**src/rtl/vga_pkg.sv**
```systemverilog
// Shared timing constants, axis-state encoding and the registered pixel payload.
package vga_pkg;

  localparam int unsigned CNT_W     = 10;
  localparam int unsigned MAX_TOTAL = 1024;

  localparam int unsigned H_ACTIVE_DEF = 640;
  localparam int unsigned H_FRONT_DEF  = 16;
  localparam int unsigned H_SYNC_DEF   = 96;
  localparam int unsigned H_BACK_DEF   = 48;
  localparam int unsigned V_ACTIVE_DEF = 480;
  localparam int unsigned V_FRONT_DEF  = 10;
  localparam int unsigned V_SYNC_DEF   = 2;
  localparam int unsigned V_BACK_DEF   = 33;

  typedef enum logic [1:0] {
    ST_ACTIVE = 2'd0,
    ST_FRONT  = 2'd1,
    ST_SYNC   = 2'd2,
    ST_BACK   = 2'd3
  } axis_state_e;

  // One pixel's worth of timing outputs, captured together so they stay aligned.
  typedef struct packed {
    logic             hsync;
    logic             vsync;
    logic [CNT_W-1:0] x;
    logic [CNT_W-1:0] y;
    logic             active;
    logic             frame_start;
    logic             line_start;
  } vga_pix_t;

  localparam vga_pix_t PIX_IDLE = '{
    hsync:       1'b1,
    vsync:       1'b1,
    x:           '0,
    y:           '0,
    active:      1'b0,
    frame_start: 1'b0,
    line_start:  1'b0
  };

  // Last segment-counter value of a given state.
  function automatic logic [CNT_W-1:0] seg_last(input axis_state_e st,
                                                input int unsigned len_active,
                                                input int unsigned len_front,
                                                input int unsigned len_sync,
                                                input int unsigned len_back);
    case (st)
      ST_ACTIVE: seg_last = CNT_W'(len_active - 1);
      ST_FRONT:  seg_last = CNT_W'(len_front - 1);
      ST_SYNC:   seg_last = CNT_W'(len_sync - 1);
      default:   seg_last = CNT_W'(len_back - 1);
    endcase
  endfunction

endpackage

```
**src/rtl/vga_if.sv**
```systemverilog
// Pixel-enable input and video timing outputs of the generator.
interface vga_if;
  import vga_pkg::*;

  logic             i_pix_en;
  logic             o_hSync;
  logic             o_vSync;
  logic [CNT_W-1:0] o_display_x_pos;
  logic [CNT_W-1:0] o_display_y_pos;
  logic             o_active;
  logic             o_frame_start;
  logic             o_line_start;

  modport master (
    input  i_pix_en,
    output o_hSync, o_vSync, o_display_x_pos, o_display_y_pos,
           o_active, o_frame_start, o_line_start
  );

  modport slave (
    output i_pix_en,
    input  o_hSync, o_vSync, o_display_x_pos, o_display_y_pos,
           o_active, o_frame_start, o_line_start
  );
endinterface

```
**src/rtl/vga_axis_timer.sv**
```systemverilog
// One timing axis: ACTIVE -> FRONT -> SYNC -> BACK segment FSM plus position counter.
module vga_axis_timer
  import vga_pkg::*;
#(
  parameter int unsigned LEN_ACTIVE = 1,
  parameter int unsigned LEN_FRONT  = 1,
  parameter int unsigned LEN_SYNC   = 1,
  parameter int unsigned LEN_BACK   = 1
) (
  input  logic             clk,
  input  logic             rst,
  input  logic             step,
  output axis_state_e      state,
  output logic [CNT_W-1:0] pos
);

  axis_state_e      state_next;
  logic [CNT_W-1:0] seg;
  logic [CNT_W-1:0] seg_next;
  logic [CNT_W-1:0] pos_next;
  logic             seg_done;

  assign seg_done = (seg == seg_last(state, LEN_ACTIVE, LEN_FRONT, LEN_SYNC, LEN_BACK));

  // State, segment and position registers.
  always_ff @(posedge clk) begin
    if (rst) begin
      state <= ST_ACTIVE;
      seg   <= '0;
      pos   <= '0;
    end else begin
      state <= state_next;
      seg   <= seg_next;
      pos   <= pos_next;
    end
  end

  // Advance to the following segment once the current one has run its length.
  always_comb begin
    state_next = state;
    if (step && seg_done) begin
      unique case (state)
        ST_ACTIVE: state_next = ST_FRONT;
        ST_FRONT:  state_next = ST_SYNC;
        ST_SYNC:   state_next = ST_BACK;
        ST_BACK:   state_next = ST_ACTIVE;
      endcase
    end
  end

  // Segment counter restarts per state; position wraps at the end of BACK.
  always_comb begin
    seg_next = seg;
    pos_next = pos;
    if (step) begin
      seg_next = seg_done ? '0 : seg + CNT_W'(1);
      pos_next = (seg_done && state == ST_BACK) ? '0 : pos + CNT_W'(1);
    end
  end

endmodule

```
**src/rtl/vga_timing_gen.sv**
```systemverilog
// VGA sync/position generator: two axis timers feeding one aligned output register.
module vga_timing_gen
  import vga_pkg::*;
#(
  parameter int unsigned H_ACTIVE = H_ACTIVE_DEF,
  parameter int unsigned H_FRONT  = H_FRONT_DEF,
  parameter int unsigned H_SYNC   = H_SYNC_DEF,
  parameter int unsigned H_BACK   = H_BACK_DEF,
  parameter int unsigned V_ACTIVE = V_ACTIVE_DEF,
  parameter int unsigned V_FRONT  = V_FRONT_DEF,
  parameter int unsigned V_SYNC   = V_SYNC_DEF,
  parameter int unsigned V_BACK   = V_BACK_DEF
) (
  input  logic  i_CLK,
  input  logic  i_RST,
  vga_if.master vga
);

  localparam int unsigned H_TOTAL = H_ACTIVE + H_FRONT + H_SYNC + H_BACK;
  localparam int unsigned V_TOTAL = V_ACTIVE + V_FRONT + V_SYNC + V_BACK;

  // Positions are 10 bits wide, so a total beyond 1024 cannot be represented.
  if (H_TOTAL > MAX_TOTAL) begin : g_h_total_chk
    $error("vga_timing_gen: H_TOTAL %0d exceeds %0d", H_TOTAL, MAX_TOTAL);
  end
  if (V_TOTAL > MAX_TOTAL) begin : g_v_total_chk
    $error("vga_timing_gen: V_TOTAL %0d exceeds %0d", V_TOTAL, MAX_TOTAL);
  end

  axis_state_e      h_state;
  axis_state_e      v_state;
  logic [CNT_W-1:0] h_pos;
  logic [CNT_W-1:0] v_pos;
  logic             h_wrap_c;
  vga_pix_t         pix_d;
  vga_pix_t         pix_q;

  // Line ends on the enabled cycle where x leaves its last value.
  assign h_wrap_c = vga.i_pix_en && (h_pos == CNT_W'(H_TOTAL - 1));

  vga_axis_timer #(
    .LEN_ACTIVE (H_ACTIVE),
    .LEN_FRONT  (H_FRONT),
    .LEN_SYNC   (H_SYNC),
    .LEN_BACK   (H_BACK)
  ) u_h_timer (
    .clk   (i_CLK),
    .rst   (i_RST),
    .step  (vga.i_pix_en),
    .state (h_state),
    .pos   (h_pos)
  );

  vga_axis_timer #(
    .LEN_ACTIVE (V_ACTIVE),
    .LEN_FRONT  (V_FRONT),
    .LEN_SYNC   (V_SYNC),
    .LEN_BACK   (V_BACK)
  ) u_v_timer (
    .clk   (i_CLK),
    .rst   (i_RST),
    .step  (h_wrap_c),
    .state (v_state),
    .pos   (v_pos)
  );

  // Decode everything about the pixel the counters currently point at.
  always_comb begin
    pix_d             = PIX_IDLE;
    pix_d.hsync       = (h_state != ST_SYNC);
    pix_d.vsync       = (v_state != ST_SYNC);
    pix_d.x           = h_pos;
    pix_d.y           = v_pos;
    pix_d.active      = (h_state == ST_ACTIVE) && (v_state == ST_ACTIVE);
    pix_d.line_start  = (h_pos == '0);
    pix_d.frame_start = (h_pos == '0) && (v_pos == '0);
  end

  // Output register: updates only on enabled cycles so all fields stay aligned.
  always_ff @(posedge i_CLK) begin
    if (i_RST) begin
      pix_q <= PIX_IDLE;
    end else if (vga.i_pix_en) begin
      pix_q <= pix_d;
    end
  end

  assign vga.o_hSync         = pix_q.hsync;
  assign vga.o_vSync         = pix_q.vsync;
  assign vga.o_display_x_pos = pix_q.x;
  assign vga.o_display_y_pos = pix_q.y;
  assign vga.o_active        = pix_q.active;
  assign vga.o_frame_start   = pix_q.frame_start;
  assign vga.o_line_start    = pix_q.line_start;

endmodule

```
**src/flat_wrapper.sv**
```systemverilog
// flat-port wrapper written by rule: the top's interface ports become plain ports
module vga_timing_gen_flat import vga_pkg::*;
#(
  parameter int unsigned H_ACTIVE = H_ACTIVE_DEF,
  parameter int unsigned H_FRONT  = H_FRONT_DEF,
  parameter int unsigned H_SYNC   = H_SYNC_DEF,
  parameter int unsigned H_BACK   = H_BACK_DEF,
  parameter int unsigned V_ACTIVE = V_ACTIVE_DEF,
  parameter int unsigned V_FRONT  = V_FRONT_DEF,
  parameter int unsigned V_SYNC   = V_SYNC_DEF,
  parameter int unsigned V_BACK   = V_BACK_DEF
)
  (i_CLK, i_RST, vga_i_pix_en, vga_o_hSync, vga_o_vSync, vga_o_display_x_pos, vga_o_display_y_pos, vga_o_active, vga_o_frame_start, vga_o_line_start);
  vga_if vga_i ();
  input  logic i_CLK;
  input  logic i_RST;
  input wire logic [$bits(vga_i.i_pix_en)-1:0] vga_i_pix_en;
  output wire logic [$bits(vga_i.o_hSync)-1:0] vga_o_hSync;
  output wire logic [$bits(vga_i.o_vSync)-1:0] vga_o_vSync;
  output wire logic [$bits(vga_i.o_display_x_pos)-1:0] vga_o_display_x_pos;
  output wire logic [$bits(vga_i.o_display_y_pos)-1:0] vga_o_display_y_pos;
  output wire logic [$bits(vga_i.o_active)-1:0] vga_o_active;
  output wire logic [$bits(vga_i.o_frame_start)-1:0] vga_o_frame_start;
  output wire logic [$bits(vga_i.o_line_start)-1:0] vga_o_line_start;
  assign vga_i.i_pix_en = vga_i_pix_en;
  assign vga_o_hSync = vga_i.o_hSync;
  assign vga_o_vSync = vga_i.o_vSync;
  assign vga_o_display_x_pos = vga_i.o_display_x_pos;
  assign vga_o_display_y_pos = vga_i.o_display_y_pos;
  assign vga_o_active = vga_i.o_active;
  assign vga_o_frame_start = vga_i.o_frame_start;
  assign vga_o_line_start = vga_i.o_line_start;
  vga_timing_gen #(.H_ACTIVE(H_ACTIVE), .H_FRONT(H_FRONT), .H_SYNC(H_SYNC), .H_BACK(H_BACK), .V_ACTIVE(V_ACTIVE), .V_FRONT(V_FRONT), .V_SYNC(V_SYNC), .V_BACK(V_BACK)) u_core (.i_CLK(i_CLK), .i_RST(i_RST), .vga(vga_i));
endmodule
```
**config.mk**
```make
export PLATFORM = sky130hd
export DESIGN_NAME = vga_timing_gen_flat
export DESIGN_NICKNAME = d
export VERILOG_FILES = /design/src/rtl/vga_pkg.sv /design/src/rtl/vga_if.sv /design/src/rtl/vga_axis_timer.sv /design/src/rtl/vga_timing_gen.sv /design/src/flat_wrapper.sv
export SDC_FILE = /design/constraint.sdc
export NUM_CORES = 1
export LEC_CHECK = 0
export CAP_MARGIN = 10
export CORE_ASPECT_RATIO = 0.75
export CORE_MARGIN = 8
export CORE_UTILIZATION = 40
export DETAILED_ROUTE_END_ITERATION = 7
export SLEW_MARGIN = 20
export SYNTH_ARGS = -nofsm -noshare
export SYNTH_HDL_FRONTEND = slang
export SYNTH_SLANG_ARGS = --single-unit
```
**constraint.sdc**
```tcl
create_clock -name i_CLK -period 6.6 [get_ports i_CLK]
set_input_delay 1.32 -clock i_CLK [delete_from_list [all_inputs] [get_ports i_CLK]]
set_output_delay 1.32 -clock i_CLK [all_outputs]
set_load 0.005 [all_outputs]
```
==> summary.md <==
| Metric | Value |
|---|---|
| Result of the run | `completed` |
| Power density cells | `approximately 220 nW/µm²` |
| Number of cells upsized or downsized after cts | `0` |
| Internal Dissipation | `~0.63 mW` |
| Clock tree buffer depth | `2` |
| Power dissipated by switching net loads | `0.195 mW` |
| Leftover overflow at the end of global routing | `0` |
| Clk slew on worst S/H paths | `0.07 ns` |
| Kind of cell adding the most delay to the critical path | `simple AND/OR/NAND/NOR gates` |
| Global router's overall resource usage | `approximately 12%` |
| Core area | `roughly 7900 µm²` |
| Tmin final | `a little over 3 ns` |
| Wire per inst | `around 13 µm` |
| Final weighted congestion in routability-driven placement | `0.802` |
| Switching share of power | `about a quarter` |
| Setup Total Neg Slack | `0 ns` |
| Area of all placed cells without fillers | `~3700 µm²` |
| Area enclosed by the die boundary | `between 10,000 and 15,000 µm²` |
| FFs w/ async S/R, synth | `0%` |
| Number of nets in the layout | `~400` |
| Most numerous cell on the critical path | `buf_4` |
| Part of the power in combinational logic | `4.9%` |
| Chain of cells forming the critical path | `buf_2 > buf_4 > nand3_1 > nor4_1 > buf_4 > o2111ai_1 > nand2_1 > nor2_1` |
| Final-report hold violation count | `0` |
| Register bit total from synthesis | `69` |
| Avg Vias per Cell | `around 5` |
| First-pass GRT wire length | `11,300 µm` |
| Cell count after synthesis | `363` |
| Width of the chip | `~120 µm` |
| Final core utilization | `47.3%` |
| Total of buffers placed on input and output ports | `27` |
| Worst min path class | `flop to flop` |
| Proportion of layout cells with a drive suffix above 1 | `between 7 and 8%` |
| Worst setup path category | `input port to flop` |
| Via Count | `around 2.5k` |
| Max-slew headroom | `approximately 42%` |
| Post-synth top flop | `dfxtp_1` |
| RSZ-0062 raised after global routing | `no` |
| Max-Cap Viols | `0` |
| Leakage dissipation | `~1.4 nW` |
| Final setup violating endpoints | `0` |
| Maximum resistive drop on vdd | `between 100 and 150 µV` |
| CTS Hold Buffers Added | `0` |
| Worst path arrival time | `about 3.3 ns` |
| Distinct cell type count of the synthesized netlist | `46` |
| CP Buf/Inv Count | `3` |
| Fraction of power consumed by the clock network | `42.3%` |
| Final cycle utilization of the critical path | `between 40% and 50%` |
| Fin. max-slew vios | `0` |
| Via count of the first global-routing pass | `~2.3k` |
| Total wire length after detailed routing | `around 6600 µm` |
| Instance area after placement | `roughly 3500 µm²` |
| Syn. warnings | `0` |
| Fraction of power consumed by sequential logic | `52.8%` |
| Number of buffers added for setup after CTS | `0` |
| Post-synthesis to final-layout area growth | `14.6%` |
| Worst Skew | `about 0.0064 ns` |
| Sum of net half-perimeters after detailed placement | `4600 µm` |
| Die extent in y | `94.3 µm` |
| Clk Latency, worst-skew pair | `roughly 0.35 ns` |
| Crit-path max cell delay | `0.45 ns` |
| CP Capture Type | `flop` |
| Num rows | `28` |
| Filler Cells Inserted | `just under 800` |
| Number of clock sinks | `69` |
| H-Tree Level Count | `3` |
| ANT cells | `0` |
| ANT nets after route | `0` |
| Transition time of the tightest slew-check pin | `just under 0.9 ns` |
| DRC violation total after the first TritonRoute iteration | `~140` |
| Number of buffers created by CTS | `9` |
| Data required time at the worst endpoint | `6.83 ns` |
| Count of pins on the block boundary | `28` |
| Cell at the root of the clock tree | `clkbuf_8` |
| Number of nets in the synthesized netlist | `380` |
| Most frequent standard cell in the layout excluding fill and tap cells | `dfxtp_1` |
| Max frequency | `between 300 and 400 MHz` |
| Number of remaining DRC errors | `0` |
| Most frequent cells in the layout | `69 x dfxtp_1, 64 x nor2_1, 33 x nand2_1, 26 x clkdlybuf4s50_1, 24 x mux2i_1` |
| CTS tree | `built` |
| Synthesized area | `roughly 3300 µm²` |
| Worst-path fanout max | `41` |
| Pin count of the biggest net entering global routing | `44` |
| Sort of element at the start of the critical path | `input port` |
| Mean Syn Cell Area | `around 9 µm²` |
| Number of iterations in the first detailed-routing pass | `4` |
| Sequential cell area fraction in the yosys report | `approximately 42%` |
| Count of flip-flops with a built-in enable after synthesis | `0` |
| Slowest stage cell on the critical path | `buf_4` |
| Initial core utilization | `about two fifths` |
| Number of antenna violations at the first check in global routing | `0` |
per-layer routing:
layer | vias to the layer above | GRT usage (%) | routed length, µm
li1 | 1294 | - | -
met1 | 1133 | 16.3 | 3420
met2 | 43 | 17.7 | 2720
met3 | 6 | 5.29 | 356
met4 | 0 | 4.04 | 74
met5 | - | 0 | 0
cell usage after synthesis, types with 2 or more instances:
cell type | number | area (µm²)
a211oi_1 | 2 | 15.0
a21o_1 | 3 | 22.5
a21oi_1 | 8 | 40.0
a31oi_1 | 5 | 31.3
and2_1 | 2 | 12.5
and3_1 | 3 | 18.8
buf_1 | 2 | 7.51
buf_2 | 3 | 15.0
bufbuf_16 | 2 | 65.1
clkbuf_1 | 8 | 30.0
dfxtp_1 | 69 | 1380
ha_1 | 14 | 175
inv_1 | 12 | 45.0
mux2i_1 | 24 | 240
nand2_1 | 33 | 124
nand2b_1 | 2 | 12.5
nand3_1 | 17 | 85.1
nand3b_1 | 3 | 22.5
nand4_1 | 13 | 81.3
nand4b_1 | 3 | 26.3
nor2_1 | 64 | 240
nor3_1 | 10 | 50.1
nor3_4 | 2 | 32.5
nor4_1 | 3 | 18.8
o2111ai_1 | 2 | 17.5
o211ai_1 | 2 | 15.0
o21ai_0 | 3 | 15.0
or2_2 | 2 | 12.5
or4_1 | 2 | 15.0
xnor2_1 | 11 | 96.3
xor2_1 | 19 | 166
kinds of logic (layout without fill, tap and decap cells):
group	count (synthesis)	after routing	synth area share, %
AND/OR/NAND/NOR	169	169	25.8
flip-flops	69	69	42.3
XOR/XNOR	30	30	8.04
buffers and inverters	29	58	5.74
AO/OA/AOI/OAI	28	28	5.43
multiplexers	24	24	7.35
adder cells (fa/ha/maj)	14	14	5.36
final timing paths:
path,startpoint,to,slack [ns],depth (start not counted)
setup reg to reg,u_core.u_v_timer.state[1],u_core.u_v_timer.pos[6],4.26,7
setup / recovery,vga_i_pix_en,u_core.u_v_timer.seg[9],3.53,8
hold / removal,u_core.vga.o_active,u_core.vga.o_active,0.48,2
hold reg to reg,u_core.vga.o_active,u_core.vga.o_active,0.48,2
layout make-up:
cell class                      count  area [µm²]  share of cell area (%)
Clock buffer                       10         138                    3.67
Clock inverter                      6        62.6                    1.67
Tap cell                          105         131                    3.51
Sequential cell                    69        1380                    36.9
Inverter                           12        45.0                    1.20
Multi-Input combinational cell    265        1700                    45.4
Timing Repair Buffer               30         288                    7.68
power by group through the flow:
stage | clock network [mW] | registers, mW | logic, mW
after CTS | 0.359 | 0.433 | 0.0411
after detailed placement | 0 | 0.443 | 0.0409
after global placement | 0 | 0.443 | 0.0403
after global routing | 0.380 | 0.435 | 0.0455
final | 0.348 | 0.433 | 0.0403
after floorplan | 0 | 0.438 | 0.0387
flip-flops by register name, indices dropped and copies added (netlist names):
signal	cells
u_core.u_h_timer.pos	10
u_core.u_h_timer.seg	10
u_core.u_h_timer.state	2
u_core.u_v_timer.pos	10
u_core.u_v_timer.seg	10
u_core.u_v_timer.state	2
u_core.vga.o_active	1
u_core.vga.o_display_x_pos	10
u_core.vga.o_display_y_pos	10
u_core.vga.o_frame_start	1
u_core.vga.o_hSync	1
u_core.vga.o_line_start	1
u_core.vga.o_vSync	1
worst reg2reg max path: cells and delay by family, from the launching register on:
family,cells,cell delay [ns]
compound gates,3,0.78
fa+ha+maj,1,0.22
buf+inv,1,0.09
flops,1,0.41
simple gates,2,0.74
metrics by stage:
| step | hold WS, ns | total power [mW] | std cells | setup slack (ns) |
|---|---|---|---|---|
| finish | 0.476 | 0.821 | 497 | 3.53 |
| global route | 0.515 | 0.860 | 497 | 3.32 |
| CTS | 0.481 | 0.834 | 497 | 3.55 |
| detailed placement | 0.465 | 0.484 | 481 | 3.18 |
| global placement | 0.459 | 0.483 | 481 | 3.24 |
| floorplan | 0.463 | 0.477 | 363 | 4.01 |
(Power assumes the default switching activity.)
